File: config.mk
export PLATFORM = sky130hd
export DESIGN_NAME = pipeline_hazard_unit_flat
export DESIGN_NICKNAME = d
export VERILOG_FILES = /design/src/rtl/pipeline_hazard_unit_if.sv /design/src/rtl/pipeline_hazard_unit.sv /design/src/flat_wrapper.sv
export SDC_FILE = /design/constraint.sdc
export NUM_CORES = 1
export LEC_CHECK = 0
export ABC_AREA = 0
export CAP_MARGIN = 20
export CELL_PAD_IN_SITES_DETAIL_PLACEMENT = 1
export CELL_PAD_IN_SITES_GLOBAL_PLACEMENT = 2
export CORE_UTILIZATION = 20
export CTS_CLUSTER_SIZE = 10
export DETAILED_ROUTE_END_ITERATION = 10
export PLACE_DENSITY = 0.86
export SLEW_MARGIN = 40
export SYNTH_ARGS = -nofsm -noshare
export SYNTH_HDL_FRONTEND = slang
export SYNTH_SLANG_ARGS = --single-unit
File: constraint.sdc
create_clock -name h_clk -period 6.4 [get_ports h_clk]
set_input_delay 1.92 -clock h_clk [delete_from_list [all_inputs] [get_ports h_clk]]
set_output_delay 1.92 -clock h_clk [all_outputs]
set_load 0.05 [all_outputs]
File: src/rtl/pipeline_hazard_unit_if.sv
// rtl/pipeline_hazard_unit_if.sv - decode/execute side signal bundle of the hazard unit
//
// Purpose: groups every non-clock/reset signal of pipeline_hazard_unit.
// Modports:
//   master - the pipeline side: drives the ID bundle, branch resolution and
//            the EX-aligned data sources; receives stall/flush/forwarding.
//   slave  - the hazard unit itself.
// Signals:
//   h_i_id_*          ID instruction bundle (valid, rs, rt, uses, dst, regwr, memrd)
//   h_i_branch_taken  taken branch resolved in EX this cycle
//   h_i_data_rs/rt    register file operands, EX-aligned
//   h_i_mem_alu       ALU result held in MEM
//   h_i_wb_data       write-back value held in WB
//   h_o_stall/flush   IF/ID hold and IF/ID kill
//   h_o_fwd_a/b       operand source select (00 regfile, 01 MEM, 10 WB)
//   h_o_op_a/b        forwarded operands
//   h_o_stall_cnt     saturating stall cycle counter
interface pipeline_hazard_unit_if #(
  parameter int DWIDTH    = 32,
  parameter int AWIDTH    = 5,
  parameter int CNT_WIDTH = 16
);
  logic                 h_i_id_valid;
  logic [AWIDTH-1:0]    h_i_id_rs;
  logic [AWIDTH-1:0]    h_i_id_rt;
  logic                 h_i_id_uses_rs;
  logic                 h_i_id_uses_rt;
  logic [AWIDTH-1:0]    h_i_id_dst;
  logic                 h_i_id_regwr;
  logic                 h_i_id_memrd;
  logic                 h_i_branch_taken;
  logic [DWIDTH-1:0]    h_i_data_rs;
  logic [DWIDTH-1:0]    h_i_data_rt;
  logic [DWIDTH-1:0]    h_i_mem_alu;
  logic [DWIDTH-1:0]    h_i_wb_data;
  logic                 h_o_stall;
  logic                 h_o_flush;
  logic [1:0]           h_o_fwd_a;
  logic [1:0]           h_o_fwd_b;
  logic [DWIDTH-1:0]    h_o_op_a;
  logic [DWIDTH-1:0]    h_o_op_b;
  logic [CNT_WIDTH-1:0] h_o_stall_cnt;

  modport master (
    output h_i_id_valid, h_i_id_rs, h_i_id_rt, h_i_id_uses_rs, h_i_id_uses_rt,
           h_i_id_dst, h_i_id_regwr, h_i_id_memrd, h_i_branch_taken,
           h_i_data_rs, h_i_data_rt, h_i_mem_alu, h_i_wb_data,
    input  h_o_stall, h_o_flush, h_o_fwd_a, h_o_fwd_b, h_o_op_a, h_o_op_b,
           h_o_stall_cnt
  );

  modport slave (
    input  h_i_id_valid, h_i_id_rs, h_i_id_rt, h_i_id_uses_rs, h_i_id_uses_rt,
           h_i_id_dst, h_i_id_regwr, h_i_id_memrd, h_i_branch_taken,
           h_i_data_rs, h_i_data_rt, h_i_mem_alu, h_i_wb_data,
    output h_o_stall, h_o_flush, h_o_fwd_a, h_o_fwd_b, h_o_op_a, h_o_op_b,
           h_o_stall_cnt
  );
endinterface

File: src/rtl/pipeline_hazard_unit.sv
// rtl/pipeline_hazard_unit.sv - hazard detection and operand forwarding for the 5-stage pipeline
//
// Purpose: shadows the EX/MEM/WB instruction bundles, raises the IF/ID stall
// and branch flush, and selects the forwarded operands for the EX stage.
// Ports:
//   h_clk  - clock, rising edge
//   h_rst  - asynchronous active-high reset, drops every tracked instruction
//   bus    - pipeline_hazard_unit_if.slave (ID bundle, data sources,
//            stall/flush, forwarding selects, operands, stall counter)
// Parameters:
//   FWD_EN       1 = forward from MEM/WB, stall only on load-use
//                0 = no forwarding, stall on every RAW hazard
//   RF_WB_BYPASS 1 = register file writes before reads, WB is never a hazard
module pipeline_hazard_unit #(
  parameter int DWIDTH       = 32,
  parameter int AWIDTH       = 5,
  parameter int FWD_EN       = 1,
  parameter int RF_WB_BYPASS = 1,
  parameter int CNT_WIDTH    = 16
) (
  input  logic                   h_clk,
  input  logic                   h_rst,
  pipeline_hazard_unit_if.slave  bus
);

  typedef struct packed {
    logic              valid;
    logic [AWIDTH-1:0] rs;
    logic [AWIDTH-1:0] rt;
    logic              uses_rs;
    logic              uses_rt;
    logic [AWIDTH-1:0] dst;
    logic              regwr;
    logic              memrd;
  } bundle_t;

  localparam logic [CNT_WIDTH-1:0] CNT_ONE = CNT_WIDTH'(1);

  bundle_t              id_b;
  bundle_t              ex_q;
  bundle_t              mem_q;
  bundle_t              wb_q;
  logic                 hazard;
  logic                 stall;
  logic                 flush;
  logic [1:0]           fwd_a;
  logic [1:0]           fwd_b;
  logic [CNT_WIDTH-1:0] cnt_q;

  // A stage produces register r only if it will really write it; r0 is hardwired.
  function automatic logic writes(input bundle_t b, input logic [AWIDTH-1:0] r);
    return b.valid && b.regwr && (b.dst == r) && (r != '0);
  endfunction

  function automatic logic depends(input bundle_t c, input bundle_t p);
    return (c.uses_rs && writes(p, c.rs)) || (c.uses_rt && writes(p, c.rt));
  endfunction

  // MEM is checked first so the youngest producer wins. A load in MEM is
  // skipped: its data is not ready yet, and the load-use stall keeps a
  // dependent instruction out of EX while the load sits there.
  function automatic logic [1:0] fwd_sel(input logic ex_valid, input logic uses,
                                         input logic [AWIDTH-1:0] r,
                                         input bundle_t mem, input bundle_t wb);
    if (FWD_EN == 0 || !ex_valid || !uses) return 2'b00;
    if (writes(mem, r) && !mem.memrd)      return 2'b01;
    if (writes(wb, r))                     return 2'b10;
    return 2'b00;
  endfunction

  function automatic logic [DWIDTH-1:0] op_mux(input logic [1:0] sel,
                                               input logic [DWIDTH-1:0] rf,
                                               input logic [DWIDTH-1:0] mem,
                                               input logic [DWIDTH-1:0] wb);
    case (sel)
      2'b01:   return mem;
      2'b10:   return wb;
      default: return rf;
    endcase
  endfunction

  always_comb begin
    id_b         = '0;
    id_b.valid   = bus.h_i_id_valid;
    id_b.rs      = bus.h_i_id_rs;
    id_b.rt      = bus.h_i_id_rt;
    id_b.uses_rs = bus.h_i_id_uses_rs;
    id_b.uses_rt = bus.h_i_id_uses_rt;
    id_b.dst     = bus.h_i_id_dst;
    id_b.regwr   = bus.h_i_id_regwr;
    id_b.memrd   = bus.h_i_id_memrd;
  end

  always_comb begin
    hazard = 1'b0;
    if (id_b.valid) begin
      if (FWD_EN != 0) begin
        hazard = ex_q.memrd && depends(id_b, ex_q);
      end else begin
        hazard = depends(id_b, ex_q) || depends(id_b, mem_q) ||
                 ((RF_WB_BYPASS == 0) && depends(id_b, wb_q));
      end
    end
  end

  // A taken branch kills the ID instruction, so any hazard it had is moot.
  assign flush = bus.h_i_branch_taken;
  assign stall = hazard && !flush;

  always_comb begin
    fwd_a = fwd_sel(ex_q.valid, ex_q.uses_rs, ex_q.rs, mem_q, wb_q);
    fwd_b = fwd_sel(ex_q.valid, ex_q.uses_rt, ex_q.rt, mem_q, wb_q);
  end

  always_ff @(posedge h_clk or posedge h_rst) begin
    if (h_rst) begin
      ex_q  <= '0;
      mem_q <= '0;
      wb_q  <= '0;
      cnt_q <= '0;
    end else begin
      mem_q <= ex_q;
      wb_q  <= mem_q;
      ex_q  <= (stall || flush) ? '0 : id_b;
      if (stall && (cnt_q != '1)) begin
        cnt_q <= cnt_q + CNT_ONE;
      end
    end
  end

  // Source-side fields travel down MEM/WB with the bundle but only the
  // producer fields are consulted there.
  logic unused_fields;
  assign unused_fields = ^{mem_q.rs, mem_q.rt, mem_q.uses_rs, mem_q.uses_rt,
                           wb_q.rs, wb_q.rt, wb_q.uses_rs, wb_q.uses_rt, wb_q.memrd};

  assign bus.h_o_stall     = stall;
  assign bus.h_o_flush     = flush;
  assign bus.h_o_fwd_a     = fwd_a;
  assign bus.h_o_fwd_b     = fwd_b;
  assign bus.h_o_op_a      = op_mux(fwd_a, bus.h_i_data_rs, bus.h_i_mem_alu, bus.h_i_wb_data);
  assign bus.h_o_op_b      = op_mux(fwd_b, bus.h_i_data_rt, bus.h_i_mem_alu, bus.h_i_wb_data);
  assign bus.h_o_stall_cnt = cnt_q;

endmodule

File: src/flat_wrapper.sv
// flat-port wrapper written by rule: the top's interface ports become plain ports
module pipeline_hazard_unit_flat 
#(
  parameter int DWIDTH       = 32,
  parameter int AWIDTH       = 5,
  parameter int FWD_EN       = 1,
  parameter int RF_WB_BYPASS = 1,
  parameter int CNT_WIDTH    = 16
)
  (h_clk, h_rst, bus_h_i_id_valid, bus_h_i_id_rs, bus_h_i_id_rt, bus_h_i_id_uses_rs, bus_h_i_id_uses_rt, bus_h_i_id_dst, bus_h_i_id_regwr, bus_h_i_id_memrd, bus_h_i_branch_taken, bus_h_i_data_rs, bus_h_i_data_rt, bus_h_i_mem_alu, bus_h_i_wb_data, bus_h_o_stall, bus_h_o_flush, bus_h_o_fwd_a, bus_h_o_fwd_b, bus_h_o_op_a, bus_h_o_op_b, bus_h_o_stall_cnt);
  pipeline_hazard_unit_if #(.DWIDTH(DWIDTH), .AWIDTH(AWIDTH), .CNT_WIDTH(CNT_WIDTH)) bus_i ();
  input  logic h_clk;
  input  logic h_rst;
  input wire logic [$bits(bus_i.h_i_id_valid)-1:0] bus_h_i_id_valid;
  input wire logic [$bits(bus_i.h_i_id_rs)-1:0] bus_h_i_id_rs;
  input wire logic [$bits(bus_i.h_i_id_rt)-1:0] bus_h_i_id_rt;
  input wire logic [$bits(bus_i.h_i_id_uses_rs)-1:0] bus_h_i_id_uses_rs;
  input wire logic [$bits(bus_i.h_i_id_uses_rt)-1:0] bus_h_i_id_uses_rt;
  input wire logic [$bits(bus_i.h_i_id_dst)-1:0] bus_h_i_id_dst;
  input wire logic [$bits(bus_i.h_i_id_regwr)-1:0] bus_h_i_id_regwr;
  input wire logic [$bits(bus_i.h_i_id_memrd)-1:0] bus_h_i_id_memrd;
  input wire logic [$bits(bus_i.h_i_branch_taken)-1:0] bus_h_i_branch_taken;
  input wire logic [$bits(bus_i.h_i_data_rs)-1:0] bus_h_i_data_rs;
  input wire logic [$bits(bus_i.h_i_data_rt)-1:0] bus_h_i_data_rt;
  input wire logic [$bits(bus_i.h_i_mem_alu)-1:0] bus_h_i_mem_alu;
  input wire logic [$bits(bus_i.h_i_wb_data)-1:0] bus_h_i_wb_data;
  output wire logic [$bits(bus_i.h_o_stall)-1:0] bus_h_o_stall;
  output wire logic [$bits(bus_i.h_o_flush)-1:0] bus_h_o_flush;
  output wire logic [$bits(bus_i.h_o_fwd_a)-1:0] bus_h_o_fwd_a;
  output wire logic [$bits(bus_i.h_o_fwd_b)-1:0] bus_h_o_fwd_b;
  output wire logic [$bits(bus_i.h_o_op_a)-1:0] bus_h_o_op_a;
  output wire logic [$bits(bus_i.h_o_op_b)-1:0] bus_h_o_op_b;
  output wire logic [$bits(bus_i.h_o_stall_cnt)-1:0] bus_h_o_stall_cnt;
  assign bus_i.h_i_id_valid = bus_h_i_id_valid;
  assign bus_i.h_i_id_rs = bus_h_i_id_rs;
  assign bus_i.h_i_id_rt = bus_h_i_id_rt;
  assign bus_i.h_i_id_uses_rs = bus_h_i_id_uses_rs;
  assign bus_i.h_i_id_uses_rt = bus_h_i_id_uses_rt;
  assign bus_i.h_i_id_dst = bus_h_i_id_dst;
  assign bus_i.h_i_id_regwr = bus_h_i_id_regwr;
  assign bus_i.h_i_id_memrd = bus_h_i_id_memrd;
  assign bus_i.h_i_branch_taken = bus_h_i_branch_taken;
  assign bus_i.h_i_data_rs = bus_h_i_data_rs;
  assign bus_i.h_i_data_rt = bus_h_i_data_rt;
  assign bus_i.h_i_mem_alu = bus_h_i_mem_alu;
  assign bus_i.h_i_wb_data = bus_h_i_wb_data;
  assign bus_h_o_stall = bus_i.h_o_stall;
  assign bus_h_o_flush = bus_i.h_o_flush;
  assign bus_h_o_fwd_a = bus_i.h_o_fwd_a;
  assign bus_h_o_fwd_b = bus_i.h_o_fwd_b;
  assign bus_h_o_op_a = bus_i.h_o_op_a;
  assign bus_h_o_op_b = bus_i.h_o_op_b;
  assign bus_h_o_stall_cnt = bus_i.h_o_stall_cnt;
  pipeline_hazard_unit #(.DWIDTH(DWIDTH), .AWIDTH(AWIDTH), .FWD_EN(FWD_EN), .RF_WB_BYPASS(RF_WB_BYPASS), .CNT_WIDTH(CNT_WIDTH)) u_core (.h_clk(h_clk), .h_rst(h_rst), .bus(bus_i));
endmodule
==> flow_summary.json <==
{
  "status": "complete, no violations",
  "fin_nets": 802,
  "critPathCaptureType": "output pin",
  "antenna_found_initial": 1,
  "synth_compound_area_frac": 0.245,
  "grt_pass1_vias": 4384,
  "final_core_util": 0.363,
  "syn_area_per_cell_um2": 8.21,
  "wl_per_cell_um": 17.6,
  "slowest_delay_ps": 830,
  "drv_cap": 0,
  "grt_max_degree": 65,
  "cts_root_buffer": "clkbuf_16",
  "ys_seq_area_frac": 0.363,
  "core_um2": 17200,
  "holdCritPathClass": "reg -> reg",
  "h-tree-depth": 2,
  "clock_path_buffers": 2,
  "tightest_slew_ps": 692,
  "criticalPathCategory": "reg -> out",
  "syn_inst": 428,
  "cts_hold_buf": 0,
  "drt-pass1-iter-count": 4,
  "required_ps": 4480,
  "finalCritPeriodShare": 0.936,
  "ant_nets": 0,
  "ys_ff_latch": 51,
  "cts_setup_buffers": 0,
  "pin_count": 237,
  "fin_crit_ps": 5990,
  "wl_um": 15300,
  "rows": 48,
  "die_w_um": 135,
  "path_max_fanout": 32,
  "synth_top_cell_area_share": 0.363,
  "synth_warnings": 0,
  "cts_sinks": 51,
  "finalPower_mw": 0.892,
  "cpMostUsedCell": "or4_1",
  "yosysMostFrequentCell": "nand2_1",
  "cts_made_buffers": 5,
  "timing.fmax_mhz": 167,
  "ys_types": 37,
  "die-area_um2": 18100,
  "cp_data_arrival_time_ps": 4070,
  "vdd_drop_max_mv": 0.145,
  "netlist_area_um2": 3510,
  "relSlewSlack": 0.538,
  "yosys.area_share.xor_xnor": 0.105,
  "drv_slew": 0,
  "crit_chain": "or4_1 > nor2_1 > nor4_1 > or4_1 > inv_1 > ha_2 > a22oi_1 > o21ai_0 > clkdlybuf4s50_1",
  "powerDensity_nw_per_um2": 142,
  "start_util": 0.204,
  "syn-num-nets": 584,
  "leakagePower_nw": 2.39,
  "path_delay_family": "simple AND/OR/NAND/NOR gates",
  "ctsResizeCount": 0,
  "antenna_cells": 0,
  "hold_violations": 0,
  "grt_pass1_wl_um": 23200,
  "r2r_cells": 6,
  "clock_skew_ps": 3.88,
  "cp.buffers_inverters": 2,
  "rsz0062_at_grt": "no",
  "vias_per_cell": 4.79,
  "gp_congestion": 0.812,
  "drt-initial-drc-count": 114,
  "die_h_um": 135,
  "portBuffers": 236,
  "synthMuxAreaShare": 0.00641,
  "synth_top_family_by_area": "compound AO/OA/AOI/OAI gates",
  "synth_top_area_cell": "dfrtp_1",
  "synthArstFlopShare": 1.00,
  "post-route-drc-count": 0,
  "setup-tns-final_ps": 0,
  "yosys.area_share.adder": 0.0178,
  "path_clk_slew_ps": 70,
  "fin_ws_ps": 409,
  "dp_slack_ps": 621,
  "synth.area.top_cells": "dfrtp_1, a22oi_1, o21ai_0",
  "drive_above_1_share": 0.0433,
  "overflow": 0,
  "groute.usage.overall": 0.163,
  "synthFlopType": "dfrtp_1",
  "setup_viol_count_final": 0,
  "area_delta_synth_final_pct": 78.2,
  "dpl.hpwl_um": 12200,
  "vias": 4176,
  "synth-simple-area-share": 0.218,
  "worstSetupStartpointType": "register",
  "clock_latency_ps": 290,
  "cp.depth": 9,
  "cts_tree": "built",
  "synth_commonest_cells": "nand2_1, a22oi_1, o21ai_0",
  "synth_edf_count": 0,
  "crit_path_top_delay_cell": "clkdlybuf4s50_1",
  "whs_path_depth": 0
}
[path summary, 6_finish.rpt]
| path | from | end | slack (ps) |
|---|---|---|---|
| worst max-delay path | u_core.ex_q[15] | bus_h_o_op_a[30] | 410 |
| worst min-delay path | u_core.mem_q[1] | u_core.wb_q[1] | 380 |
| worst max register to register | u_core.bus.h_o_stall_cnt[7] | u_core.bus.h_o_stall_cnt[1] | 4190 |
| worst min register to register | u_core.mem_q[1] | u_core.wb_q[1] | 380 |
| max in group asynchronous | h_rst | u_core.mem_q[5] | 3910 |
| min in group asynchronous | h_rst | u_core.bus.h_o_stall_cnt[15] | 2070 |
[flip-flops by register name, summed over array words and instances (netlist names)]
register and cells:
u_core.mem_q 8, u_core.ex_q 20, u_core.wb_q 7, u_core.bus.h_o_stall_cnt 16
[stage by stage]
step	hold WS, ps	std cells	cell area (µm²)
finish	380	872	6260
global route	399	872	6260
CTS	386	871	6230
detailed placement	371	863	6080
global placement	358	863	6080
floorplan	354	428	3510
[kinds of logic (layout without fill, tap and decap cells)]
family	Yosys count	count (layout)
flip-flops	51	51
AND/OR/NAND/NOR	157	157
buffers and inverters	37	256
multiplexers	2	2
adder cells (fa/ha/maj)	5	5
AO/OA/AOI/OAI	134	134
XOR/XNOR	42	42
[cell usage in the layout (no fill, tap or decap), types with 2 or more instances in the layout]
| cell type | count |
|---|---|
| or4_1 | 4 |
| nor2_1 | 11 |
| nand2_1 | 73 |
| o21ai_0 | 64 |
| and2_1 | 20 |
| clkbuf_16 | 5 |
| a22oi_1 | 64 |
| buf_4 | 6 |
| ha_2 | 4 |
| nand3_1 | 17 |
| dfrtp_1 | 51 |
| xor2_1 | 8 |
| clkdlybuf4s50_1 | 235 |
| clkinv_4 | 2 |
| inv_1 | 4 |
| a21o_1 | 2 |
| nor3_1 | 4 |
| nor4_1 | 4 |
| nand4_1 | 13 |
| xnor2_1 | 34 |
[power by group]
part	leakage [nW]	internal (mW)	switching (mW)
combinational	1.65	0.140	0.140
sequential	0.675	0.334	0.0128
clock	0.0700	0.146	0.120
[final cells by class]
type | count | area [µm²]
Timing Repair Buffer | 243 | 2440
Clock inverter | 3 | 25.0
Multi-Input combinational cell | 340 | 2090
Sequential cell | 51 | 1280
Clock buffer | 5 | 125
Fill cell | 2034 | 11000
Tap cell | 225 | 282
Inverter | 5 | 21.3
[per-layer routing]
metal / GRT usage / vias to the layer above / share of wire
li1: - / 1974 / -
met1: 0.178 / 1990 / 0.39
met2: 0.305 / 174 / 0.51
met3: 0.0282 / 36 / 0.066
met4: 0.0737 / 2 / 0.037
met5: 0 / - / 0.00085
Note: power is estimated with default switching activity, not from simulation.
==> edit: new RTL, config.mk and constraints unchanged <==
`AWIDTH` is set to 5 in 3 places; all go to 10.
--- a/src/rtl/pipeline_hazard_unit_if.sv
+++ b/src/rtl/pipeline_hazard_unit_if.sv
@@ -17,7 +17,7 @@
 //   h_o_stall_cnt     saturating stall cycle counter
 interface pipeline_hazard_unit_if #(
   parameter int DWIDTH    = 32,
-  parameter int AWIDTH    = 5,
+  parameter int AWIDTH    = 10,
   parameter int CNT_WIDTH = 16
 );
   logic                 h_i_id_valid;
--- a/src/rtl/pipeline_hazard_unit.sv
+++ b/src/rtl/pipeline_hazard_unit.sv
@@ -13,7 +13,7 @@
 //   RF_WB_BYPASS 1 = register file writes before reads, WB is never a hazard
 module pipeline_hazard_unit #(
   parameter int DWIDTH       = 32,
-  parameter int AWIDTH       = 5,
+  parameter int AWIDTH       = 10,
   parameter int FWD_EN       = 1,
   parameter int RF_WB_BYPASS = 1,
   parameter int CNT_WIDTH    = 16
--- a/src/flat_wrapper.sv
+++ b/src/flat_wrapper.sv
@@ -2,7 +2,7 @@
 module pipeline_hazard_unit_flat 
 #(
   parameter int DWIDTH       = 32,
-  parameter int AWIDTH       = 5,
+  parameter int AWIDTH       = 10,
   parameter int FWD_EN       = 1,
   parameter int RF_WB_BYPASS = 1,
   parameter int CNT_WIDTH    = 16
Interface: changed (resized bus_h_i_id_dst, bus_h_i_id_rs and bus_h_i_id_rt); port bits go from 237 to 252. The function was not compared with the original's and may differ.
==> edit against the unedited design <==
- sequential cell count rose by 25
- worst setup slack got worse by 0.20 ns
- sequential power rose by 51%
- non-clock buffer count rose by 17
- total power rose by 55%
- synthesized area rose by 30%
- wire length rose by 36%
- clock power rose by 100%
- design area rose by 23%
- via count rose by 16%
- largest power group is now the clock network
- highest routed layer is now met4
==> edit: results (changes against the unedited design) <==
- Status: complete, no violations (unchanged)
- Max reg flops: 35 (was 20)
- Power share of the combinational group: 23.5% (was 31.4%)
- Initial antenna violation count: 0 (was 1)
- Seq/Total Area, Yosys: 41.6% (was 36.3%)
- Final nets: 919 (was 802)
- Iter 0 DRT Violations: 222 (was 114)
- Largest Register: u_core.ex_q (unchanged)
- Sw Pwr: 0.382 mW (was 0.273 mW)
- Mapped Nets: 684 (was 584)
- H-tree levels: 3 (was 2)
- Critical-path top delay cell: clkdlybuf4s50_1 (unchanged)
- Syn Area/Cell: 8.90 um^2 (was 8.21 um^2)
- Xor and xnor area share after synthesis: 14.0% (was 10.5%)
- CP delay by family, top: simple AND/OR/NAND/NOR gates (unchanged)
- Sw Share: 27.5% (was 30.6%)
- Mux share of post-synthesis cell area: 0.740% (was 0.641%)
- Post-CTS setup buffer count: 0 (unchanged)
- WL/cell: 20.1 um (was 17.6 um)
- Clock transition at path regs: 0.06 ns
- Total CTS buffers: 9 (was 5)
- Worst path max stage delay: 0.85 ns (was 0.83 ns)
- Synth top area cells: dfrtp_1 (42%), a22oi_1 (11%), xnor2_1 (8.6%), o21ai_0 (7.0%), nand2_1 (6.0%) (was dfrtp_1 (36%), a22oi_1 (14%), o21ai_0 (9.1%), xnor2_1 (8.5%), nand2_1 (7.8%))
- Root buffer cell: clkbuf_16 (unchanged)
- Vias in the first global route: 5109 (was 4384)
- Post-synth ARST share: 100% (unchanged)
- Layout cells sized above 1: 5.44% (was 4.33%)
- Vias post-DR: 4861 (was 4176)
- PortBufs: 251 (was 236)
- Adder-cell share of the synthesized area: 1.37% (was 1.78%)
- RePlAce Congestion: 0.848 (was 0.812)
- Peak VDD IR: 0.150 mV (was 0.145 mV)
- Final HPWL DP: 16500 um (was 12200 um)
- Antenna cell count: 0 (unchanged)
- GRT Overall Usage: 17.6% (was 16.3%)
- First-pass GRT wire length: 31400 um (was 23200 um)
- Clock power frac: 38.8% (was 29.8%)
- Compound-Gate Fraction of Synth Area: 18.2% (was 24.5%)
- Drt first pass iters: 4 (unchanged)
- Top cells by count, synth: dfrtp_1 (76), nand2_1 (73), a22oi_1 (64), o21ai_0 (64), xnor2_1 (45) (was nand2_1 (73), a22oi_1 (64), o21ai_0 (64), dfrtp_1 (51), xnor2_1 (34))
- Skew final: 0.00560 ns (was 0.00388 ns)
- Clk_lat worst skew: 0.33 ns (was 0.29 ns)
- Pleak: 3.18 nW (was 2.39 nW)
- Ys Warns: 0 (unchanged)
- Cell variety after synth: 28 (was 37)
- Inst Count DP: 1017 (was 863)
- Max FO, Critical Path: 21 (was 32)
- Pin count of the biggest net entering global routing: 42 (was 65)
- Max Root-Sink Buffers: 2 (unchanged)
- Worst Path Arrival: 4.27 ns (was 4.07 ns)
- Hold Crit Class: reg2reg (unchanged)
- Commonest register cell after synthesis: dfrtp_1 (unchanged)
- Slew @ Worst Pin: 0.724 ns (was 0.692 ns)
- Drt total wl: 20800 um (was 15300 um)
[edit: area by class of cell]
type	instances	area [um^2]
multi-input combinational	392	2480
clock inverter	6	87.6
sequential	76	1900
clock buffer	10	229
timing repair buffer	260	2590
fill	2555	14400
inverter	9	35.0
tap	280	350
[edit: path summary, 6_finish.rpt]
| kind | from | to | slack [ns] | depth (start not counted) |
|---|---|---|---|---|
| setup reg to reg | u_core.ex_q[34] | u_core.bus.h_o_stall_cnt[12] | 3.72 | 7 |
| hold / removal | u_core.mem_q[1] | u_core.wb_q[1] | 0.38 | 0 |
| hold reg to reg | u_core.mem_q[1] | u_core.wb_q[1] | 0.38 | 0 |
| min in group asynchronous | h_rst | u_core.bus.h_o_stall_cnt[1] | 1.98 | 2 |
| max in group asynchronous | h_rst | u_core.ex_q[11] | 3.45 | 3 |
| setup / recovery | u_core.ex_q[24] | bus_h_o_op_a[9] | 0.21 | 11 |
[edit: cells by family (layout without fill, tap and decap cells)]
logic type	after synthesis	count (layout)
muxes	3	3
and+or+nand+nor	180	180
xor gates and xnor gates	73	73
AOI/OAI and AO/OA	131	131
buffers and inverters	45	285
DFF	76	76
adders and majority gates	5	5
[edit: routing by layer]
layer	track usage (%)	up-vias	part of all wire, %
met5	0	-	0
met4	5.92	0	2.6
met3	5.05	23	7.8
met2	31.3	201	50
met1	20.0	2324	40
li1	-	2313	-
[edit: stage by stage]
stage	setup slack [ns]	cell area [um^2]
2_1_floorplan	0.754	4570
3_3_place_gp	0.505	7360
3_5_place_dp	0.435	7360
4_1_cts	0.0837	7680
5_1_grt	0.000443	7680
6_report	0.207	7680
[edit: what timing repair did]
action	CTS	global route
endpoints found under the hold margin	0	0
endpoints found under the setup margin	0	2
resized for setup	0	2
